## src/rtl/regbank_access_ctrl.sv

```systemverilog
// regbank_access_ctrl
//   Sequences every access to the dual-address 32x32 register bank.
//   A writeback requester (one or two destinations) and an operand-fetch
//   requester (two sources) are arbitrated in IDLE. Write wins by default,
//   but after MAX_WR_STREAK consecutive write grants with a read waiting, the
//   read is granted so it cannot starve. Register 0 is never written and
//   always reads as zero.
//
// Ports
//   clock, reset                 rising-edge clock, async active-low reset
//   wr_valid/wr_ready            write handshake (ready only in IDLE)
//   wr_dual                      1: write A and B, 0: write A only
//   wr_addr_a/b, wr_data_a/b     write destinations and data
//   rd_valid/rd_ready            read handshake (ready only in IDLE)
//   rd_addr_a/b                  read sources
//   rsp_valid, rsp_data_a/b      one-cycle response pulse and held read data
//   bank_address/bank_addressB   bank address ports
//   bank_enable_write/_read      bank enables
//   bank_in_data/bank_in_dataB   bank write data
//   bank_out_data/bank_out_dataB bank read data (only sampled in RD_CAPTURE)
module regbank_access_ctrl #(
    parameter int unsigned DATA_WIDTH    = 32,
    parameter int unsigned ADDR_WIDTH    = 5,
    parameter int unsigned MAX_WR_STREAK = 4
) (
    input  logic                  clock,
    input  logic                  reset,
    input  logic                  wr_valid,
    output logic                  wr_ready,
    input  logic                  wr_dual,
    input  logic [ADDR_WIDTH-1:0] wr_addr_a,
    input  logic [ADDR_WIDTH-1:0] wr_addr_b,
    input  logic [DATA_WIDTH-1:0] wr_data_a,
    input  logic [DATA_WIDTH-1:0] wr_data_b,
    input  logic                  rd_valid,
    output logic                  rd_ready,
    input  logic [ADDR_WIDTH-1:0] rd_addr_a,
    input  logic [ADDR_WIDTH-1:0] rd_addr_b,
    output logic                  rsp_valid,
    output logic [DATA_WIDTH-1:0] rsp_data_a,
    output logic [DATA_WIDTH-1:0] rsp_data_b,
    output logic [ADDR_WIDTH-1:0] bank_address,
    output logic [ADDR_WIDTH-1:0] bank_addressB,
    output logic                  bank_enable_write,
    output logic                  bank_enable_read,
    output logic [DATA_WIDTH-1:0] bank_in_data,
    output logic [DATA_WIDTH-1:0] bank_in_dataB,
    input  logic [DATA_WIDTH-1:0] bank_out_data,
    input  logic [DATA_WIDTH-1:0] bank_out_dataB
);

    localparam int unsigned         STREAK_W   = $clog2(MAX_WR_STREAK + 1);
    localparam logic [STREAK_W-1:0] STREAK_MAX = STREAK_W'(MAX_WR_STREAK);

    typedef enum logic [1:0] {
        IDLE,
        WR_ISSUE,
        RD_ISSUE,
        RD_CAPTURE
    } state_t;

    state_t                state_q, state_d;
    logic [STREAK_W-1:0]   streak_q, streak_d;
    logic [ADDR_WIDTH-1:0] addr_a_q, addr_a_d;
    logic [ADDR_WIDTH-1:0] addr_b_q, addr_b_d;
    logic [DATA_WIDTH-1:0] wdata_a_q, wdata_a_d;
    logic [DATA_WIDTH-1:0] wdata_b_q, wdata_b_d;
    logic                  wen_q, wen_d;
    logic                  ren_q, ren_d;
    logic                  rsp_valid_q, rsp_valid_d;
    logic [DATA_WIDTH-1:0] rsp_a_q, rsp_a_d;
    logic [DATA_WIDTH-1:0] rsp_b_q, rsp_b_d;
    logic                  wr_grant, rd_grant;

    // Write has priority unless the streak limit is hit with a read waiting.
    always_comb begin
        wr_grant = 1'b0;
        rd_grant = 1'b0;
        if (state_q == IDLE) begin
            if (wr_valid && !(rd_valid && streak_q == STREAK_MAX)) begin
                wr_grant = 1'b1;
            end else if (rd_valid) begin
                rd_grant = 1'b1;
            end
        end
    end

    // state_q already reads IDLE during reset; gate so readies are 0 too.
    assign wr_ready = reset & wr_grant;
    assign rd_ready = reset & rd_grant;

    always_comb begin
        state_d     = state_q;
        streak_d    = streak_q;
        addr_a_d    = addr_a_q;
        addr_b_d    = addr_b_q;
        wdata_a_d   = wdata_a_q;
        wdata_b_d   = wdata_b_q;
        wen_d       = 1'b0;
        ren_d       = 1'b0;
        rsp_valid_d = 1'b0;
        rsp_a_d     = rsp_a_q;
        rsp_b_d     = rsp_b_q;

        unique case (state_q)
            IDLE: begin
                if (wr_grant) begin
                    state_d = WR_ISSUE;
                    if (!rd_valid) begin
                        streak_d = '0;
                    end else if (streak_q != STREAK_MAX) begin
                        streak_d = streak_q + STREAK_W'(1);
                    end
                    // The bank writes both ports, so a skipped or shadowed
                    // destination is replaced by the surviving one.
                    wen_d = wr_dual ? (wr_addr_a != '0 || wr_addr_b != '0)
                                    : (wr_addr_a != '0);
                    if (!wr_dual || wr_addr_b == '0) begin
                        addr_a_d  = wr_addr_a;
                        addr_b_d  = wr_addr_a;
                        wdata_a_d = wr_data_a;
                        wdata_b_d = wr_data_a;
                    end else if (wr_addr_a == '0 || wr_addr_a == wr_addr_b) begin
                        addr_a_d  = wr_addr_b;
                        addr_b_d  = wr_addr_b;
                        wdata_a_d = wr_data_b;
                        wdata_b_d = wr_data_b;
                    end else begin
                        addr_a_d  = wr_addr_a;
                        addr_b_d  = wr_addr_b;
                        wdata_a_d = wr_data_a;
                        wdata_b_d = wr_data_b;
                    end
                end else if (rd_grant) begin
                    state_d  = RD_ISSUE;
                    streak_d = '0;
                    addr_a_d = rd_addr_a;
                    addr_b_d = rd_addr_b;
                    ren_d    = 1'b1;
                end else if (!rd_valid) begin
                    streak_d = '0;
                end
            end
            WR_ISSUE: begin
                state_d = IDLE;
            end
            RD_ISSUE: begin
                state_d = RD_CAPTURE;
            end
            RD_CAPTURE: begin
                // Addresses are still held from the read grant.
                state_d     = IDLE;
                rsp_valid_d = 1'b1;
                rsp_a_d     = (addr_a_q == '0) ? '0 : bank_out_data;
                rsp_b_d     = (addr_b_q == '0) ? '0 : bank_out_dataB;
            end
            default: begin
                state_d = IDLE;
            end
        endcase
    end

    always_ff @(posedge clock or negedge reset) begin
        if (!reset) begin
            state_q     <= IDLE;
            streak_q    <= '0;
            addr_a_q    <= '0;
            addr_b_q    <= '0;
            wdata_a_q   <= '0;
            wdata_b_q   <= '0;
            wen_q       <= 1'b0;
            ren_q       <= 1'b0;
            rsp_valid_q <= 1'b0;
            rsp_a_q     <= '0;
            rsp_b_q     <= '0;
        end else begin
            state_q     <= state_d;
            streak_q    <= streak_d;
            addr_a_q    <= addr_a_d;
            addr_b_q    <= addr_b_d;
            wdata_a_q   <= wdata_a_d;
            wdata_b_q   <= wdata_b_d;
            wen_q       <= wen_d;
            ren_q       <= ren_d;
            rsp_valid_q <= rsp_valid_d;
            rsp_a_q     <= rsp_a_d;
            rsp_b_q     <= rsp_b_d;
        end
    end

    assign bank_address      = addr_a_q;
    assign bank_addressB     = addr_b_q;
    assign bank_in_data      = wdata_a_q;
    assign bank_in_dataB     = wdata_b_q;
    assign bank_enable_write = wen_q;
    assign bank_enable_read  = ren_q;
    assign rsp_valid         = rsp_valid_q;
    assign rsp_data_a        = rsp_a_q;
    assign rsp_data_b        = rsp_b_q;

endmodule

```

## config.mk

```make
export PLATFORM = sky130hd
export DESIGN_NAME = regbank_access_ctrl
export DESIGN_NICKNAME = d
export VERILOG_FILES = /design/src/rtl/regbank_access_ctrl.sv
export SDC_FILE = /design/constraint.sdc
export NUM_CORES = 1
export LEC_CHECK = 0
export CORE_ASPECT_RATIO = 0.9
export CORE_MARGIN = 2
export CORE_UTILIZATION = 38
export CTS_BUF_LIST = sky130_fd_sc_hd__clkbuf_8
export DETAILED_ROUTE_END_ITERATION = 7
export GPL_ROUTABILITY_DRIVEN = 0
export PLACE_DENSITY = 0.79
export SETUP_SLACK_MARGIN = 0.1
export SLEW_MARGIN = 30
export SYNTH_ARGS = -nofsm -noshare
export SYNTH_HDL_FRONTEND = slang
export SYNTH_SLANG_ARGS = --single-unit
```

## constraint.sdc

```tcl
create_clock -name clock -period 1.7 [get_ports clock]
set_input_delay 0.255 -clock clock [delete_from_list [all_inputs] [get_ports clock]]
set_output_delay 0.255 -clock clock [all_outputs]
set_load 0.05 [all_outputs]
```

==> impl_metrics.env <==
export IMPL_drv_slew=0
export IMPL_dpl_worst_slack_ps=-870.1
export IMPL_yosys_register_bits=146
export IMPL_cts_sinks=146
export IMPL_clkSlewWorstSetupHoldPaths_ps=90
export IMPL_hold_violations=0
export IMPL_synth_compound_area_share_pct=17.50
export IMPL_dominantRegCellSynth="dfrtp_1"
export IMPL_n_fill_cell=1253
export IMPL_path_max_fanout=2
export IMPL_syn_avg_cell_area_um2=11.32
export IMPL_critPathKind="reg -> out"
export IMPL_worstMarginPinSlew_ps=756.5
export IMPL_placementRows=44
export IMPL_vias_per_cell=5.163
export IMPL_slew_headroom_pct=49.40
export IMPL_cts_htree_levels=4
export IMPL_multiInputGateArea_mm2=0.002599
export IMPL_num_io_pins=296
export IMPL_ys_seq_area_share_pct=59.09
export IMPL_synth_xor_area_share_pct=0.7082
export IMPL_place_area_mm2=0.009351
export IMPL_io_buffers=295
export IMPL_holdPathStages=4
export IMPL_outcome="finished, violations left"
export IMPL_synth_area_leaders="dfrtp_1 59%, mux2i_1 11%, a22o_1 9.1%, o21ai_0 3.6%, nand2_1 3.3%"
export IMPL_period_share_pct=114.2
export IMPL_ys_warn_count=0
export IMPL_grt_pass1_vias=5770
export IMPL_die_area_mm2=0.01731
export IMPL_dp_hpwl_um=14400
export IMPL_grt_pass1_wl_um=32620
export IMPL_synth_top_area_cell="dfrtp_1"
export IMPL_cts_root_buf="clkbuf_8"
export IMPL_drt_wl_total_um=22030
export IMPL_drt_initial_drc_count=240
export IMPL_r2r_start="streak_q[1]"
export IMPL_synth_edf_count=0
export IMPL_start_util_pct=38.60
export IMPL_final_nets=1054
export IMPL_synth_top_area_share_pct=59.09
export IMPL_die_y_um=125.0
export IMPL_p_per_area_mw_per_mm2=2079
export IMPL_ant_nets=0
export IMPL_syn2layout_area_growth_pct=71.59
export IMPL_total_power_mw=22.05
export IMPL_cts_buffers_inserted=17
export IMPL_seq_area_mm2=0.003654
export IMPL_num_vias=5782
export IMPL_start_kind="register"
export IMPL_synthArstFlopShare_pct=100.0
export IMPL_grt_usage_pct=24.12
export IMPL_drive_above_1_share_pct=33.88
export IMPL_antenna_found_initial=1
export IMPL_rsz0062_at_grt="true"
export IMPL_min_delay_start="wr_addr_a[4]"
export IMPL_instances_no_fill=1120
export IMPL_finalSetupViolCount=19
export IMPL_postLayoutCoreUtil_pct=66.23
export IMPL_synthAdderAreaFrac_pct=0.4047
export IMPL_core_area_mm2=0.01602
export IMPL_tritoncts="done"
export IMPL_irDropWorstVdd_v=0.001367
export IMPL_synthCells=546
export IMPL_dr_pass1_iters=4
export IMPL_die_w_um=138.5
export IMPL_wl_per_cell_um=19.67
export IMPL_leakagePower_nw=4.806
export IMPL_hp_class="in -> reg"
export IMPL_place_inst=1053
export IMPL_drc=0
export IMPL_syn_area_mm2=0.006183
export IMPL_clkLatencyLatePin_ps=460
export IMPL_crit_arrival_ps=1690
export IMPL_grt_ovfl_total=0
export IMPL_fin_area_mm2=0.01061
export IMPL_clock_tree_buffer_depth=2
export IMPL_final_setup_skew_ps=21.03
export IMPL_end_kind="primary output"
export IMPL_synth_cell_types=31
export IMPL_synth_top_family_by_area="compound AO/OA/AOI/OAI gates"
export IMPL_cap_violations=0
export IMPL_grt_max_degree=84
export IMPL_violations="setup timing"
export IMPL_finalWorstSetupSlack_ps=-241.6
export IMPL_crit_required_ps=1440
export IMPL_muxShareOfSynthArea_pct=10.52
export IMPL_fmax_mhz=515.0
export IMPL_syn_num_nets=701
export IMPL_r2r_cells=9
export IMPL_synth_simple_area_share_pct=8.681
export IMPL_layout_min_cycle_time_ps=1942
export IMPL_cp_startpoint="streak_q[1]"
export IMPL_holdWs_ps=245.0
export IMPL_finalSetupTns_ps=-981.6
cell usage in the layout, fill, tap and decap left out, types with 3 or more instances in the layout:
cell,netlist,final
bufinv_16,0,3
a21oi_1,39,35
nor2_4,0,4
o21ai_1,2,9
and3_4,0,7
nor2_2,0,7
buf_6,0,14
clkdlybuf4s50_1,0,143
o21ai_0,45,34
nor3_1,10,10
a21oi_2,0,4
a22o_1,64,64
mux2i_1,65,60
buf_4,0,180
xnor2_1,5,4
clkbuf_16,0,10
inv_8,0,4
buf_12,0,13
dfrtp_1,146,146
dlygate4sd2_1,0,4
nand2_2,0,3
inv_6,0,5
o21ai_2,0,3
nor2_1,45,34
clkbuf_8,0,17
mux2i_2,0,5
nand2_1,54,50
buf_16,0,4
kinds of logic (layout without fill, tap and decap cells):
logic type	count (synthesis)	in the layout
AO/OA/AOI/OAI	160	160
flip-flops	146	146
AND/OR/NAND/NOR	126	126
multiplexers	65	65
buffers and inverters	42	408
XOR/XNOR	5	5
adder cells (fa/ha/maj)	2	2
other	0	1
cells in the mapped netlist, types with 2 or more instances:
library cell	n
dfrtp_1	146
a21oi_1	39
buf_1	3
xnor2_1	5
a311oi_1	4
nor3_1	10
ha_1	2
nand2_1	54
o21ai_0	45
and3_1	7
a22o_1	64
clkbuf_1	32
and2_1	2
nor2_1	45
buf_8	3
o21ai_1	2
inv_1	4
nand3_1	2
mux2i_1	65
metal layers:
layer | wire length (um) | GRT usage (%)
met1 | 9163 | 30.02
met2 | 10870 | 40.42
met3 | 1701 | 8.579
met4 | 297 | 6.002
met5 | 0 | 0
power breakdown:
part           switching [mW]  internal [mW]  leakage, nW
logic                    8.40           4.49         2.81
registers                1.02           5.07         1.77
clock network            1.55           1.53        0.223
total                    11.0           11.1         4.81
sequential cells by signal, summed over array words and instances (netlist names):
name,cells
streak_q,3
bank_address,5
bank_in_dataB,32
bank_enable_read,1
rsp_valid,1
bank_in_data,32
rsp_data_b,32
state_q,2
bank_enable_write,1
bank_addressB,5
rsp_data_a,32
critical path, stage by stage (launching register included):
cell     delay, ps
dfrtp_1        400
inv_2           80
ha_4           130
nand3_4         60
and2_4         170
buf_6          110
and3_4         140
buf_12         140
path summary, 6_finish.rpt:
check | end | slack (ps)
worst max-delay path | wr_ready | -240
worst min-delay path | bank_address[4] | 240
worst max register to register | bank_address[2] | -10
worst min register to register | bank_in_dataB[2] | 480
max in group asynchronous | bank_in_data[24] | 380
min in group asynchronous | rsp_data_b[9] | 400
repair_timing:
action / 4_1_cts / 5_1_grt
hold buffers: 2 / 0
pin swaps: 37 / 31
endpoints found under the hold margin: 96 / 0
gates resized for setup: 50 / 55
gates cloned: 4 / 10
buffers inserted: 13 / 10
endpoints found under the setup margin: 73 / 72
area by class of cell:
class	instances	share of cell area, %
tap	207	2.441
antenna	1	0.02358
timing repair buffer	372	34.27
sequential	146	34.43
clock buffer	17	2.205
multi-input combinational	358	24.49
inverter	4	0.1415
clock inverter	15	1.993
Note: power is estimated with default switching activity, not from simulation.
